[config.mk]
export PLATFORM = sky130hd
export DESIGN_NAME = io_port_fifo_bank
export DESIGN_NICKNAME = d
export VERILOG_FILES = /design/src/rtl/io_port_fifo_bank.sv
export SDC_FILE = /design/constraint.sdc
export NUM_CORES = 1
export LEC_CHECK = 0
export CAP_MARGIN = 20
export CORE_MARGIN = 5
export CORE_UTILIZATION = 43
export CTS_CLUSTER_SIZE = 28
export DETAILED_ROUTE_END_ITERATION = 10
export HOLD_SLACK_MARGIN = 0.15
export MAX_ROUTING_LAYER = met4
export PLACE_DENSITY = 0.62
export RECOVER_POWER = 100
export SLEW_MARGIN = 10
export SYNTH_ARGS = -nofsm -noshare
export SYNTH_HDL_FRONTEND = slang
export SYNTH_SLANG_ARGS = --single-unit
[constraint.sdc]
create_clock -name clock -period 2.75 [get_ports clock]
set_input_delay 0.55 -clock clock [delete_from_list [all_inputs] [get_ports clock]]
set_output_delay 0.55 -clock clock [all_outputs]
set_load 0.05 [all_outputs]
[src/rtl/io_port_fifo_bank.sv]
// Per-port inbound/outbound FIFO bank between the Datapath I/O ports and external streams.
// Optional occupancy outputs in_count/out_count are enabled by IO_PORT_FIFO_BANK_OCCUPANCY_EN.

// Purpose: single circular-buffer FIFO with first-word fall-through head, zero when empty.
// Latency: push visible on the head one cycle later; pop updates the head after the same edge.
// Backpressure: none internally; the caller qualifies push/pop against the registered count.
module io_port_fifo_bank_fifo #(
    parameter int WORD_WIDTH  = 36,
    parameter int DEPTH       = 4,
    parameter int DEPTH_WIDTH = 2
) (
    input  logic                   clock,
    input  logic                   reset_n,
    input  logic                   i_push,
    input  logic [WORD_WIDTH-1:0]  i_push_dat,
    input  logic                   i_pop,
    output logic [WORD_WIDTH-1:0]  o_head_dat,
    output logic [DEPTH_WIDTH:0]   o_count
);
    logic [WORD_WIDTH-1:0]  r_mem [DEPTH];
    logic [DEPTH_WIDTH-1:0] r_wptr;
    logic [DEPTH_WIDTH-1:0] r_rptr;
    logic [DEPTH_WIDTH:0]   r_count;

    always_ff @(posedge clock or negedge reset_n) begin
        if (!reset_n) begin
            r_wptr  <= '0;
            r_rptr  <= '0;
            r_count <= '0;
        end else begin
            if (i_push) r_wptr <= r_wptr + 1'b1;
            if (i_pop)  r_rptr <= r_rptr + 1'b1;
            case ({i_push, i_pop})
                2'b10:   r_count <= r_count + 1'b1;
                2'b01:   r_count <= r_count - 1'b1;
                default: r_count <= r_count;
            endcase
        end
    end

    // Storage is not reset: an empty FIFO masks its head to zero instead.
    always_ff @(posedge clock) begin
        if (i_push) r_mem[r_wptr] <= i_push_dat;
    end

    assign o_head_dat = (r_count != '0) ? r_mem[r_rptr] : '0;
    assign o_count    = r_count;
endmodule

// Purpose: PORT_COUNT independent channels, each with an inbound and outbound FIFO (IO_PORT_FIFO_BANK_OCCUPANCY_EN adds counts).
// Latency: 1 cycle push-to-visible, flags and heads driven only from registered state.
// Backpressure: ready/EF from registered count; illegal Datapath rden/wren are dropped and set sticky protocol_error.
module io_port_fifo_bank #(
    parameter int WORD_WIDTH  = 36,
    parameter int PORT_COUNT  = 3,
    parameter int DEPTH       = 4,
    parameter int DEPTH_WIDTH = 2
) (
    input  logic                             clock,
    input  logic                             reset_n,
    input  logic [PORT_COUNT-1:0]            io_rden,
    output logic [PORT_COUNT*WORD_WIDTH-1:0] io_read_data,
    output logic [PORT_COUNT-1:0]            io_read_EF,
    input  logic [PORT_COUNT-1:0]            io_wren,
    input  logic [PORT_COUNT*WORD_WIDTH-1:0] io_write_data,
    output logic [PORT_COUNT-1:0]            io_write_EF,
    input  logic [PORT_COUNT-1:0]            ext_in_valid,
    output logic [PORT_COUNT-1:0]            ext_in_ready,
    input  logic [PORT_COUNT*WORD_WIDTH-1:0] ext_in_data,
    output logic [PORT_COUNT-1:0]            ext_out_valid,
    input  logic [PORT_COUNT-1:0]            ext_out_ready,
    output logic [PORT_COUNT*WORD_WIDTH-1:0] ext_out_data,
    output logic [PORT_COUNT-1:0]            protocol_error
`ifdef IO_PORT_FIFO_BANK_OCCUPANCY_EN
    ,
    output logic [PORT_COUNT*(DEPTH_WIDTH+1)-1:0] in_count,
    output logic [PORT_COUNT*(DEPTH_WIDTH+1)-1:0] out_count
`endif
);
    localparam logic [DEPTH_WIDTH:0] FULL_CNT = (DEPTH_WIDTH+1)'(DEPTH);

    for (genvar g = 0; g < PORT_COUNT; g++) begin : g_port
        logic [DEPTH_WIDTH:0] w_in_cnt;
        logic [DEPTH_WIDTH:0] w_out_cnt;
        logic                 w_in_full;
        logic                 w_in_empty;
        logic                 w_out_full;
        logic                 w_out_empty;
        logic                 w_in_push;
        logic                 w_in_pop;
        logic                 w_out_push;
        logic                 w_out_pop;
        logic                 r_perr;

        assign w_in_full   = (w_in_cnt == FULL_CNT);
        assign w_in_empty  = (w_in_cnt == '0);
        assign w_out_full  = (w_out_cnt == FULL_CNT);
        assign w_out_empty = (w_out_cnt == '0);

        assign w_in_push  = ext_in_valid[g] & ~w_in_full;
        assign w_in_pop   = io_rden[g] & ~w_in_empty;
        assign w_out_push = io_wren[g] & ~w_out_full;
        assign w_out_pop  = ext_out_ready[g] & ~w_out_empty;

        io_port_fifo_bank_fifo #(
            .WORD_WIDTH (WORD_WIDTH),
            .DEPTH      (DEPTH),
            .DEPTH_WIDTH(DEPTH_WIDTH)
        ) u_in_fifo (
            .clock     (clock),
            .reset_n   (reset_n),
            .i_push    (w_in_push),
            .i_push_dat(ext_in_data[g*WORD_WIDTH +: WORD_WIDTH]),
            .i_pop     (w_in_pop),
            .o_head_dat(io_read_data[g*WORD_WIDTH +: WORD_WIDTH]),
            .o_count   (w_in_cnt)
        );

        io_port_fifo_bank_fifo #(
            .WORD_WIDTH (WORD_WIDTH),
            .DEPTH      (DEPTH),
            .DEPTH_WIDTH(DEPTH_WIDTH)
        ) u_out_fifo (
            .clock     (clock),
            .reset_n   (reset_n),
            .i_push    (w_out_push),
            .i_push_dat(io_write_data[g*WORD_WIDTH +: WORD_WIDTH]),
            .i_pop     (w_out_pop),
            .o_head_dat(ext_out_data[g*WORD_WIDTH +: WORD_WIDTH]),
            .o_count   (w_out_cnt)
        );

        always_ff @(posedge clock or negedge reset_n) begin
            if (!reset_n) r_perr <= 1'b0;
            else if ((io_rden[g] & w_in_empty) | (io_wren[g] & w_out_full)) r_perr <= 1'b1;
        end

        assign ext_in_ready[g]   = ~w_in_full;
        assign io_read_EF[g]     = ~w_in_empty;
        assign io_write_EF[g]    = w_out_full;
        assign ext_out_valid[g]  = ~w_out_empty;
        assign protocol_error[g] = r_perr;

`ifdef IO_PORT_FIFO_BANK_OCCUPANCY_EN
        assign in_count[g*(DEPTH_WIDTH+1) +: DEPTH_WIDTH+1]  = w_in_cnt;
        assign out_count[g*(DEPTH_WIDTH+1) +: DEPTH_WIDTH+1] = w_out_cnt;
`endif
    end
endmodule

After elaboration in Yosys (flattened, before gate mapping):

Memory sizes are Yosys's and may differ from the RTL's.
Index checks and enable logic that the tools add are counted.

* latch bits: 0
* register bits after elaboration: 45
* input bits: 230
* output and inout bits: 231
* logic and storage cells: 144
* memory bits (writable): 864
* bits in read-only memories: 0
* memories: 6

Memory list
* g_port[0].u_in_fifo.r_mem: words 4, bits a word 36, rd ports 1, clocked after Yosys merged registers in 0, wr ports 1, RTL line 20 `logic [WORD_WIDTH-1:0] r_mem [DEPTH];`
* g_port[0].u_out_fifo.r_mem: words 4, bits a word 36, rd ports 1, clocked after Yosys merged registers in 0, wr ports 1, RTL line 20
* g_port[1].u_in_fifo.r_mem: words 4, bits a word 36, rd ports 1, clocked after Yosys merged registers in 0, wr ports 1, RTL line 20
* g_port[1].u_out_fifo.r_mem: words 4, bits a word 36, rd ports 1, clocked after Yosys merged registers in 0, wr ports 1, RTL line 20
* g_port[2].u_in_fifo.r_mem: words 4, bits a word 36, rd ports 1, clocked after Yosys merged registers in 0, wr ports 1, RTL line 20
* g_port[2].u_out_fifo.r_mem: words 4, bits a word 36, rd ports 1, clocked after Yosys merged registers in 0, wr ports 1, RTL line 20

* mux-type cells: 24
* $add $sub $neg: 24
* bitwise operators: 33
* magnitude comparators: 0
* reduce and logical (&&, ||, !) cells: 18
* shifts and indexed selects: 0
* equal/unequal tests: 18
* multipliers: 0
* div/mod/pow operators: 0

Operators with widths (number)
* $mux 36: 6
* $pmux 3 s2: 6
* $add 2x1->2 const B: 12
* $add 3x1->3 const B: 6
* $and 1x1->1: 18
* $eq 3x3->1 const B: 6
* $logic_not 3->1: 6
* $reduce_bool 3->1: 6
* $sub 3x1->3 const B: 6
* $eq 2x1->1 const B: 6
* $eq 2x2->1 const B: 6
* $mux 1: 12
* $not 1->1: 12
* $reduce_bool 2->1: 6
* $or 1x1->1: 3

Longest topological paths before layout:

Gate-level depths: netlist of run 1.

* word-level depth: 5
* mapped depth: 9
* mapped depth without buffers: 9

Hierarchy:

A second synthesis of run 1 with hierarchy kept.

* cells, all modules: 1618
* area total of the unflattened synthesis: 35312.6 um^2

Modules (own cells, without submodules)
* io_port_fifo_bank_fifo (g_port[1].u_in_fifo ...): instances 4, cells each 263, area an instance 5825.6 um^2, seq. area each 4499.3 um^2
* io_port_fifo_bank_fifo (g_port[0].u_in_fifo ...): instances 2, cells each 262, area an instance 5826.8 um^2, seq. area each 4499.3 um^2
* io_port_fifo_bank: instances 1, cells each 42, area an instance 356.6 um^2, seq. area each 75.1 um^2

Worst setup path after synthesis of run 1:

OpenSTA, ideal clock, no wires.

* path type: input -> register
* start: in io_wren[0]
* end: mem g_port[0].u_out_fifo.r_mem[0][0] (enable)
* arrival: 1.801 ns
* required time: 2.353 ns
* cell stages on the path: 2
* setup time: 0.397 ns
* path buffers: 0
* path slack: 0.552 ns
* cells stage by stage: nor2b_1 and2_1

* word-level cells in the longest chain between the ends: 3

Ends and longest elaborated chain
* start, declared: RTL line 64 `input logic [PORT_COUNT-1:0] io_wren,`
* $and 1x1->1: RTL line 102 `assign w_out_push = io_wren[g] & ~w_out_full;`
* $mux 1: RTL line 43 `if (i_push) r_mem[r_wptr] <= i_push_dat;`
* $mux 1 (implied by the code): RTL line 43
* end, declared: RTL line 20

No other way between the ends.

Final worst setup path of run 1:

* start: reg g_port[1].u_in_fifo.r_rptr[0]
* end: out io_read_data[41]

* word-level cells in the longest chain between the ends: 2

Ends and longest elaborated chain
* start, declared: RTL line 22 `logic [DEPTH_WIDTH-1:0] r_rptr;`
* start signal, assigned: RTL line 32 `if (i_pop) r_rptr <= r_rptr + 1'b1;`
* $mem_v2 4x36
* $mux 36: RTL line 46 `assign o_head_dat = (r_count != '0) ? r_mem[r_rptr] : '0;`
* end, declared: RTL line 62 `output logic [PORT_COUNT*WORD_WIDTH-1:0] io_read_data,`

No other way between the ends.

==> results of run 1 <==
==> area by class of cell <==
class                   instances  area [um2]  share of cell area [%]
well taps                    1070        1340                    2.79
clock buffers                 109        2450                    5.11
clock inverters                67         666                    1.39
repair buffers                561        8110                    16.9
multi-input cells             585        8080                    16.9
flip-flops and latches        909       27100                    56.5
inverters                      39         146                   0.305
diodes                         37        92.6                   0.193
==> kinds of logic after synthesis <==
| group | Yosys count | share of synthesized area, % |
|---|---|---|
| buffers and inverters | 117 | 1.81 |
| adder cells (fa/ha/maj) | 36 | 1.40 |
| flip-flops | 909 | 76.7 |
| AO/OA/AOI/OAI | 9 | 0.142 |
| multiplexers | 224 | 14.1 |
| AND/OR/NAND/NOR | 280 | 4.94 |
| XOR/XNOR | 36 | 0.894 |
==> metrics by stage <==
stage               TNS (ns)  power, mW  area, um2  setup slack (ns)
floorplan                  0       37.8      35300             0.552
global placement           0       53.8      43800             0.199
detailed placement         0       54.1      43800             0.191
CTS                    -5.25       69.5      47900           -0.0963
global route           -9.95       72.0      48000           -0.0919
finish               -0.0728       69.3      48000           -0.0130
==> layer usage <==
| layer | track usage, % | part of all wire [%] | vias to the layer above |
|---|---|---|---|
| li1 | - | - | 7665 |
| met1 | 22.5 | 39 | 9109 |
| met2 | 30.2 | 53 | 427 |
| met3 | 5.20 | 6.1 | 120 |
| met4 | 4.93 | 2.2 | 0 |
| met5 | - | 0 | - |
==> power by group through the flow <==
| stage | registers (mW) | clock network, mW | logic [mW] |
|---|---|---|---|
| after floorplan | 19.2 | 0 | 18.6 |
| after global placement | 19.3 | 0 | 34.4 |
| after detailed placement | 19.5 | 0 | 34.5 |
| after CTS | 19.2 | 12.9 | 37.4 |
| after global routing | 19.5 | 13.5 | 39.0 |
| final | 19.3 | 12.5 | 37.4 |
==> state kept, by name, indices dropped and copies added, names as in the netlist <==
signal and flops:
g_port.u_in_fifo.r_mem 432, g_port.u_out_fifo.r_mem 432, g_port.u_in_fifo.o_count 9, g_port.u_out_fifo.o_count 9, g_port.u_in_fifo.r_rptr 6, g_port.u_in_fifo.r_wptr 6
g_port.u_out_fifo.r_rptr 6, g_port.u_out_fifo.r_wptr 6, g_port.r_perr 3
==> worst max-delay path, cell delays in order, from the launching register on <==
cell	delay, ns
dfrtp_2	0.43
buf_6	0.17
clkbuf_16	0.16
mux4_2	0.49
and2_4	0.18
buf_12	0.14
==> cell usage in the layout (no fill, tap or decap), types with 11 or more instances in the layout <==
cell,n
clkdlybuf4s50_1,11
dfrtp_1,37
ha_1,30
xnor2_1,18
clkinv_1,22
and2_4,204
buf_16,14
diode_2,37
clkbuf_2,24
and2_1,16
edfxtp_1,864
and2_0,13
clkbuf_1,20
clkbuf_16,104
inv_1,39
buf_12,233
mux4_2,216
and3_1,12
dlygate4sd3_1,221
clkinv_2,20
xor2_1,18
buf_4,21
==> worst max-delay path by stage <==
stage               slack (ns)                               end
detailed placement        0.19   g_port[2].u_out_fifo.o_count[2]
floorplan                 0.55  g_port[0].u_out_fifo.r_mem[0][0]
finish                   -0.01                  io_read_data[41]
global placement          0.20   g_port[2].u_out_fifo.o_count[2]
CTS                       -0.1                  ext_out_data[16]
global route             -0.09                  io_read_data[53]
==> what timing repair did <==
item	CTS	global route
gates resized for setup	181	78
pin swaps	16	5
endpoints found under the hold margin	22	0
hold buffers	1	0
cloned	13	8
buffers inserted	13	6
setup endpoints to repair	195	207
==> results summary, run 1 <==
Input and output buffers added on the ports amount to 460. In this run the critical register-to-register path is launched from g_port[1].u_out_fifo.o_count[0]. Setup slack on the critical path of the routed design comes to -0.0130 ns.

The synthesized design contains between 800 and 900 enable-type register cells. The first global-routing pass estimated 117000 um of wire. The number of buffers added by the clock tree synthesis step is 95. The depth of the worst register-to-register path came out at 5. The utilization after layout is between 50% and 60%. The number of antenna violations at the first check in global routing came out at 45.

For this design the static power due to leakage is 16.8 nW. From left edge to right edge, the die measures slightly below 300 um. The overall overflow remaining after global route is 0. The initial detailed-routing violation count is 910. The capture instance of the worst register-to-register path is g_port[1].u_out_fifo.r_mem[3][5]. The setup-violating endpoint count in the final report came out at 11.

The number of distinct library cells after synthesis came out at 30. The total count of max-transition violations in the final report is 24. The largest buffer count on any clock path is 3. The share of the synthesized area in the top cell type came out at between 70% and 80%. The design internal power came out at between 40 and 50 mW. The number of hold violations in the final report is 0. The shortest clock period the worst path allows after layout came out at 2.76 ns. The worst hold slack across all endpoints is approximately 0.48 ns. The most critical setup path has its startpoint at g_port[1].u_in_fifo.r_rptr[0]. Max-cap violations in this run came to 1.

Summed over all layers, the routed wires come to around 80000 um. The largest net degree at the start of global routing came out at 40. In this run the remaining antenna-violating nets after routing total 0.

The net count after synthesis came out at 1877. The worst setup path is captured at an output pin. The checks that failed: capacitance limit, slew limit, setup timing. The routed wire length per instance came out at 23.6 um. At the end of routability-driven placement, the weighted congestion stood at roughly 0.75. The synthesized area per cell came out at roughly 22 um2. The clock tree skew after final layout came out at just over 0.03 ns.

The period utilization is 100%. The most instantiated flip-flop cell in the synthesis netlist is edfxtp_1. STA puts the critical path data arrival time at 2.21 ns. Setup repair after global routing could not meet its margin everywhere.

The number of clock sinks seen by CTS is about 910. The combinational fraction of design power is 54.0%. The instance count of the mapped netlist came out at around 1600. The boundary pin count is around 460. The root buffer cell is clkbuf_16. The initialized floorplan defines about 110 standard-cell rows. The net switching power came out at approximately 25 mW. For the worst-skew pair, the clock arrives at the later sink with an insertion delay of ~0.65 ns. For this run, the top clock speed supported by timing is about 0.36 GHz. The largest fanout on the critical path is 5. The largest area contributor in the netlist is edfxtp_1. By count the netlist is led by 864 x edfxtp_1, 234 x and2_1, 216 x mux4_2.

The worst hold path begins at g_port[0].r_perr. In the routed design, unresolved DRC markers number 0. The most frequently used cell type in the post-synthesis netlist is edfxtp_1. The clock transition time at the flip-flop clock pins of the worst setup and hold paths came out at about 0.06 ns. The number of standard cells in the final layout excluding fillers is 3377. The flop and latch count out of synthesis is a little over 900. The effective utilization at floorplan is a little over two fifths. The flow ran to the end, but the final reports show violations. The overall die area is between 80000 and 90000 um2. The clock tree from TritonCTS is yes. The proportion of register bits with asynchronous set or reset after synthesis is 4.95%.

The number of fill cells in the layout came out at 5905. In the final design database the tool counted 2457 nets. The proportion of synthesized chip area in sequential cells is 76.7%. The worst supply voltage drop on vdd came out at about 0.95 mV. The share of layout cells above drive strength 1 came out at about two fifths. The first detailed-routing pass took 5 iterations.

In this run, the clock network consumes a little under a fifth of the power. The overall routing resource usage is around 18%. The internal reg-to-reg setup slack came out at about 0.18 ns. The type of element launching the critical path is a register.

Along the worst hold path, the cell count comes to 1. The overall die height came out at a little under 300 um. The total placed cells including tap cells is 3123. The average vias per placed instance came out at 5.13. The via count of the first global-routing pass was 18409. The switching share of power came out at between 30 and 40%. The H-tree depth is 3. The total power density per cell area is 1440 nW/um2. The via total after detailed routing came out at 17321. The critical path is of the register to output pin type. The post-DP HPWL came out at 49300 um.

The worst hold path belongs to the class register to register. The Yosys warning count is 0. The sequential fraction of design power is 27.8%. The critical path data required time is between 2 and 2.5 ns. Sorting the synthesized cells by area gives the leading types as edfxtp_1 74%, mux4_2 14%, and2_1 4.1%, dfrtp_1 3.2%, ha_1 1.1%. The endpoint of the worst hold path is g_port[0].r_perr. At the pin with the least slew margin, the transition time is between 1.5 and 2 ns. The synthesized area came out at between 30000 and 40000 um2. From synthesis to final layout, the design area changed by 36.0%. In this run the tightest slew margin relative to its limit is -2.65%. The placeable core area came out at just over 80000 um2.
Note: power is estimated with default switching activity, not from simulation.
==> run 2, diff against run 1 <==
- CELL_PAD_IN_SITES_DETAIL_PLACEMENT: unset -> 1
- CELL_PAD_IN_SITES_GLOBAL_PLACEMENT: unset -> 1
- CORE_ASPECT_RATIO: unset -> 0.5
- PLACE_DENSITY: 0.62 -> 0.7
==> results summary, run 2 (synthesized netlist as in run 1, its figures left out) <==
The initial detailed-routing violation count came to 1037 (was 910). The overall routing resource usage is 20.5% (was 18.3%). The effective utilization at floorplan is 43.3% (was 43.2%).

The number of standard cells in the final layout excluding fillers was 3378 (was 3377). The pin slew with the least headroom to its limit came out at 1.65 ns (was 1.54 ns). The largest buffer count on any clock path came out at 3 (unchanged). The worst supply voltage drop on vdd is 0.952 mV (was 0.946 mV). The H-tree depth was 3 (unchanged).

The largest fanout on the critical path came out at 5 (unchanged). The routed metal-1 wirelength came out at 33000 um (was 31200 um). The share of layout cells above drive strength 1 came out at 39.1% (was 39.7%). The worst-case setup slack after placement was 0.302 ns (was 0.191 ns). The overall die area is 88200 um2 (was 87900 um2). The area occupied by registers came to 27100 um2 (unchanged).

The count of max-cap constraint violations was 1 (unchanged). The horizontal die dimension is 415 um (was 296 um). The placeable core area came to 81500 um2 (was 81700 um2). The shortest clock period the worst path allows after layout came out at 2.82 ns (was 2.76 ns).

The overall overflow remaining after global route came out at 0 (unchanged). The most common cell after layout, fill and taps aside is edfxtp_1 (unchanged). The count of nets after finishing came out at 2452 (was 2457).

The type of element launching the critical path is a register (unchanged). The count of buffers from port buffering is 460 (unchanged). The post-DP HPWL is 54200 um (was 49300 um). The average vias per placed instance came to 5.14 (was 5.13).

The peak clock frequency supported by timing came out at 0.355 GHz (was 0.362 GHz). The setup-violating endpoint count in the final report is 78 (was 11). The clock latency of the later-clocked register in the worst-skew pair is 0.64 ns (was 0.65 ns). The total power density per cell area is 1450 nW/um2 (was 1440 nW/um2). The worst hold slack across all endpoints is 0.492 ns (was 0.483 ns). The weighted congestion at the end of routability-driven global placement came out at 0.739 (was 0.745).

The depth of the worst register-to-register path is 5 (unchanged). The number of clock sinks seen by CTS is 909 (unchanged). The clock tree from TritonCTS is yes (unchanged). The type of destination of the critical path was an output pin (unchanged). The worst hold-check path type is register to register (unchanged). The area of the multi-input gates is 8090 um2 (was 8080 um2). The clock transition time at the flip-flop clock pins of the worst setup and hold paths came out at 0.07 ns (was 0.06 ns). Commonest non-fill, non-tap cells in the layout: 864 x edfxtp_1, 235 x buf_12, 220 x dlygate4sd3_1, 216 x mux4_2, 206 x and2_4 (was 864 x edfxtp_1, 233 x buf_12, 221 x dlygate4sd3_1, 216 x mux4_2, 204 x and2_4).

The critical path start-end classification is register to output pin (unchanged). The number of antenna violations at the first check in global routing came out at 40 (was 45). The number of nets still failing antenna checks after routing came out at 0 (unchanged).

The worst endpoint data arrival time is 2.27 ns (was 2.21 ns). The critical path data required time came to 2.20 ns (about the same). The largest net degree at the start of global routing came out at 39 (was 40).

Setup repair after global routing missed its margin: true (unchanged). The clock tree skew after final layout is 0.0178 ns (was 0.0310 ns). Failing checks: capacitance limit, slew limit, setup timing (unchanged). Run status: complete, but fails checks (unchanged). The detailed-router iteration count before antenna repair came to 4 (was 5). The overall die height is 213 um (was 296 um). The number of DRC violations after detailed routing came out at 0 (unchanged). The via count of the first global-routing pass came out at 19414 (was 18409). The boundary pin count came out at 461 (unchanged). The period utilization is 102% (was 100%). The via total after detailed routing came out at 17369 (was 17321). Biggest registers after layout: g_port.u_in_fifo.r_mem: 432 flops, g_port.u_out_fifo.r_mem: 432 flops (unchanged). The post-route worst setup slack came out at -0.0653 ns (was -0.0130 ns).

The number of buffers added by the clock tree synthesis step is 83 (was 95). The length of routed met3 wiring is 2230 um (was 4890 um). The total number of placement rows is 74 (was 105). The total detailed-routing wirelength is 88500 um (was 79700 um).

The root buffer cell is clkbuf_16 (unchanged). The highest layer used for signal routing was met4 (unchanged). The routed wire length per instance is 26.2 um (was 23.6 um).

The signed area change from the synthesized netlist to the final layout is 35.1% (was 36.0%). The total count of max-transition violations in the final report came out at 22 (was 24). The number of hold violations in the final report came out at 0 (unchanged). The total length of routed met2 wires is 49800 um (was 41900 um).

The worst-case headroom to the max-slew limit is -9.82% (was -2.65%). The number of instances on the worst hold path was 1 (unchanged). The static leakage power is 16.7 nW (was 16.8 nW). The total placed cells including tap cells came out at 3157 (was 3123). The number of fill cells in the layout is 6853 (was 5905). The wire length of the first global-routing pass came out at 130000 um (was 117000 um).
-- run 2: stage by stage --
step                TNS (ns)  util [%]  power (mW)  instance area, um2
floorplan                  0         -        37.8               35300
global placement           0      53.9        53.9               43900
detailed placement         0      53.9        54.4               43900
CTS                   -15.76      58.8        69.8               47900
global route          -17.98      58.5        71.8               47700
finish                 -1.70      58.5        69.1               47700
-- run 2: worst paths after layout --
| kind | start | endpoint | slack (ns) |
|---|---|---|---|
| worst min register to register | g_port[2].u_in_fifo.o_count[2] | g_port[2].u_in_fifo.o_count[2] | 0.49 |
| max in group asynchronous | reset_n | g_port[2].u_out_fifo.r_rptr[0] | 0.55 |
| worst max-delay path | g_port[0].u_out_fifo.r_rptr[0] | ext_out_data[34] | -0.07 |
| worst min-delay path | g_port[2].u_in_fifo.o_count[2] | g_port[2].u_in_fifo.o_count[2] | 0.49 |
| worst max register to register | g_port[2].u_out_fifo.o_count[2] | g_port[2].u_out_fifo.r_mem[0][2] | 0.19 |
| min in group asynchronous | reset_n | g_port[1].r_perr | 0.87 |
-- run 2: cell type report --
type | instances | area share [%]
inverter | 39 | 0.307
antenna | 22 | 0.116
sequential | 909 | 56.8
clock buffer | 111 | 4.95
clock inverter | 42 | 0.874
multi-input combinational | 585 | 17.0
tap | 1102 | 2.89
timing repair buffer | 568 | 17.1
-- run 2: power breakdown --
part | total, mW | switching [mW] | internal, mW | leakage (nW)
logic | 37.8 | 19.4 | 18.4 | 6.90
registers | 19.4 | 0.974 | 18.4 | 8.42
clock network | 11.9 | 5.04 | 6.86 | 1.37
total | 69.1 | 25.4 | 43.7 | 16.7
-- run 2: per-layer routing --
| metal | vias to the layer above | GRT usage (%) |
|---|---|---|
| met5 | - | - |
| met4 | 0 | 8.96 |
| met3 | 190 | 2.74 |
| met2 | 327 | 36.9 |
| met1 | 9227 | 23.1 |
| li1 | 7625 | - |
-- run 2: critical path: stages, from the launching register on --
cell and delay (ns):
dfrtp_2 0.41, buf_12 0.15, buf_8 0.13, buf_16 0.12, mux4_2 0.51, and2_4 0.17
buf_12 0.14
-- run 2: timing repair --
action | in CTS | in global routing
cloned | 18 | 4
resized for setup | 216 | 76
hold buffers | 1 | 0
setup endpoints to repair | 220 | 213
hold endpoints to repair | 19 | 0
buffers inserted | 27 | 6
pin swaps | 45 | 1
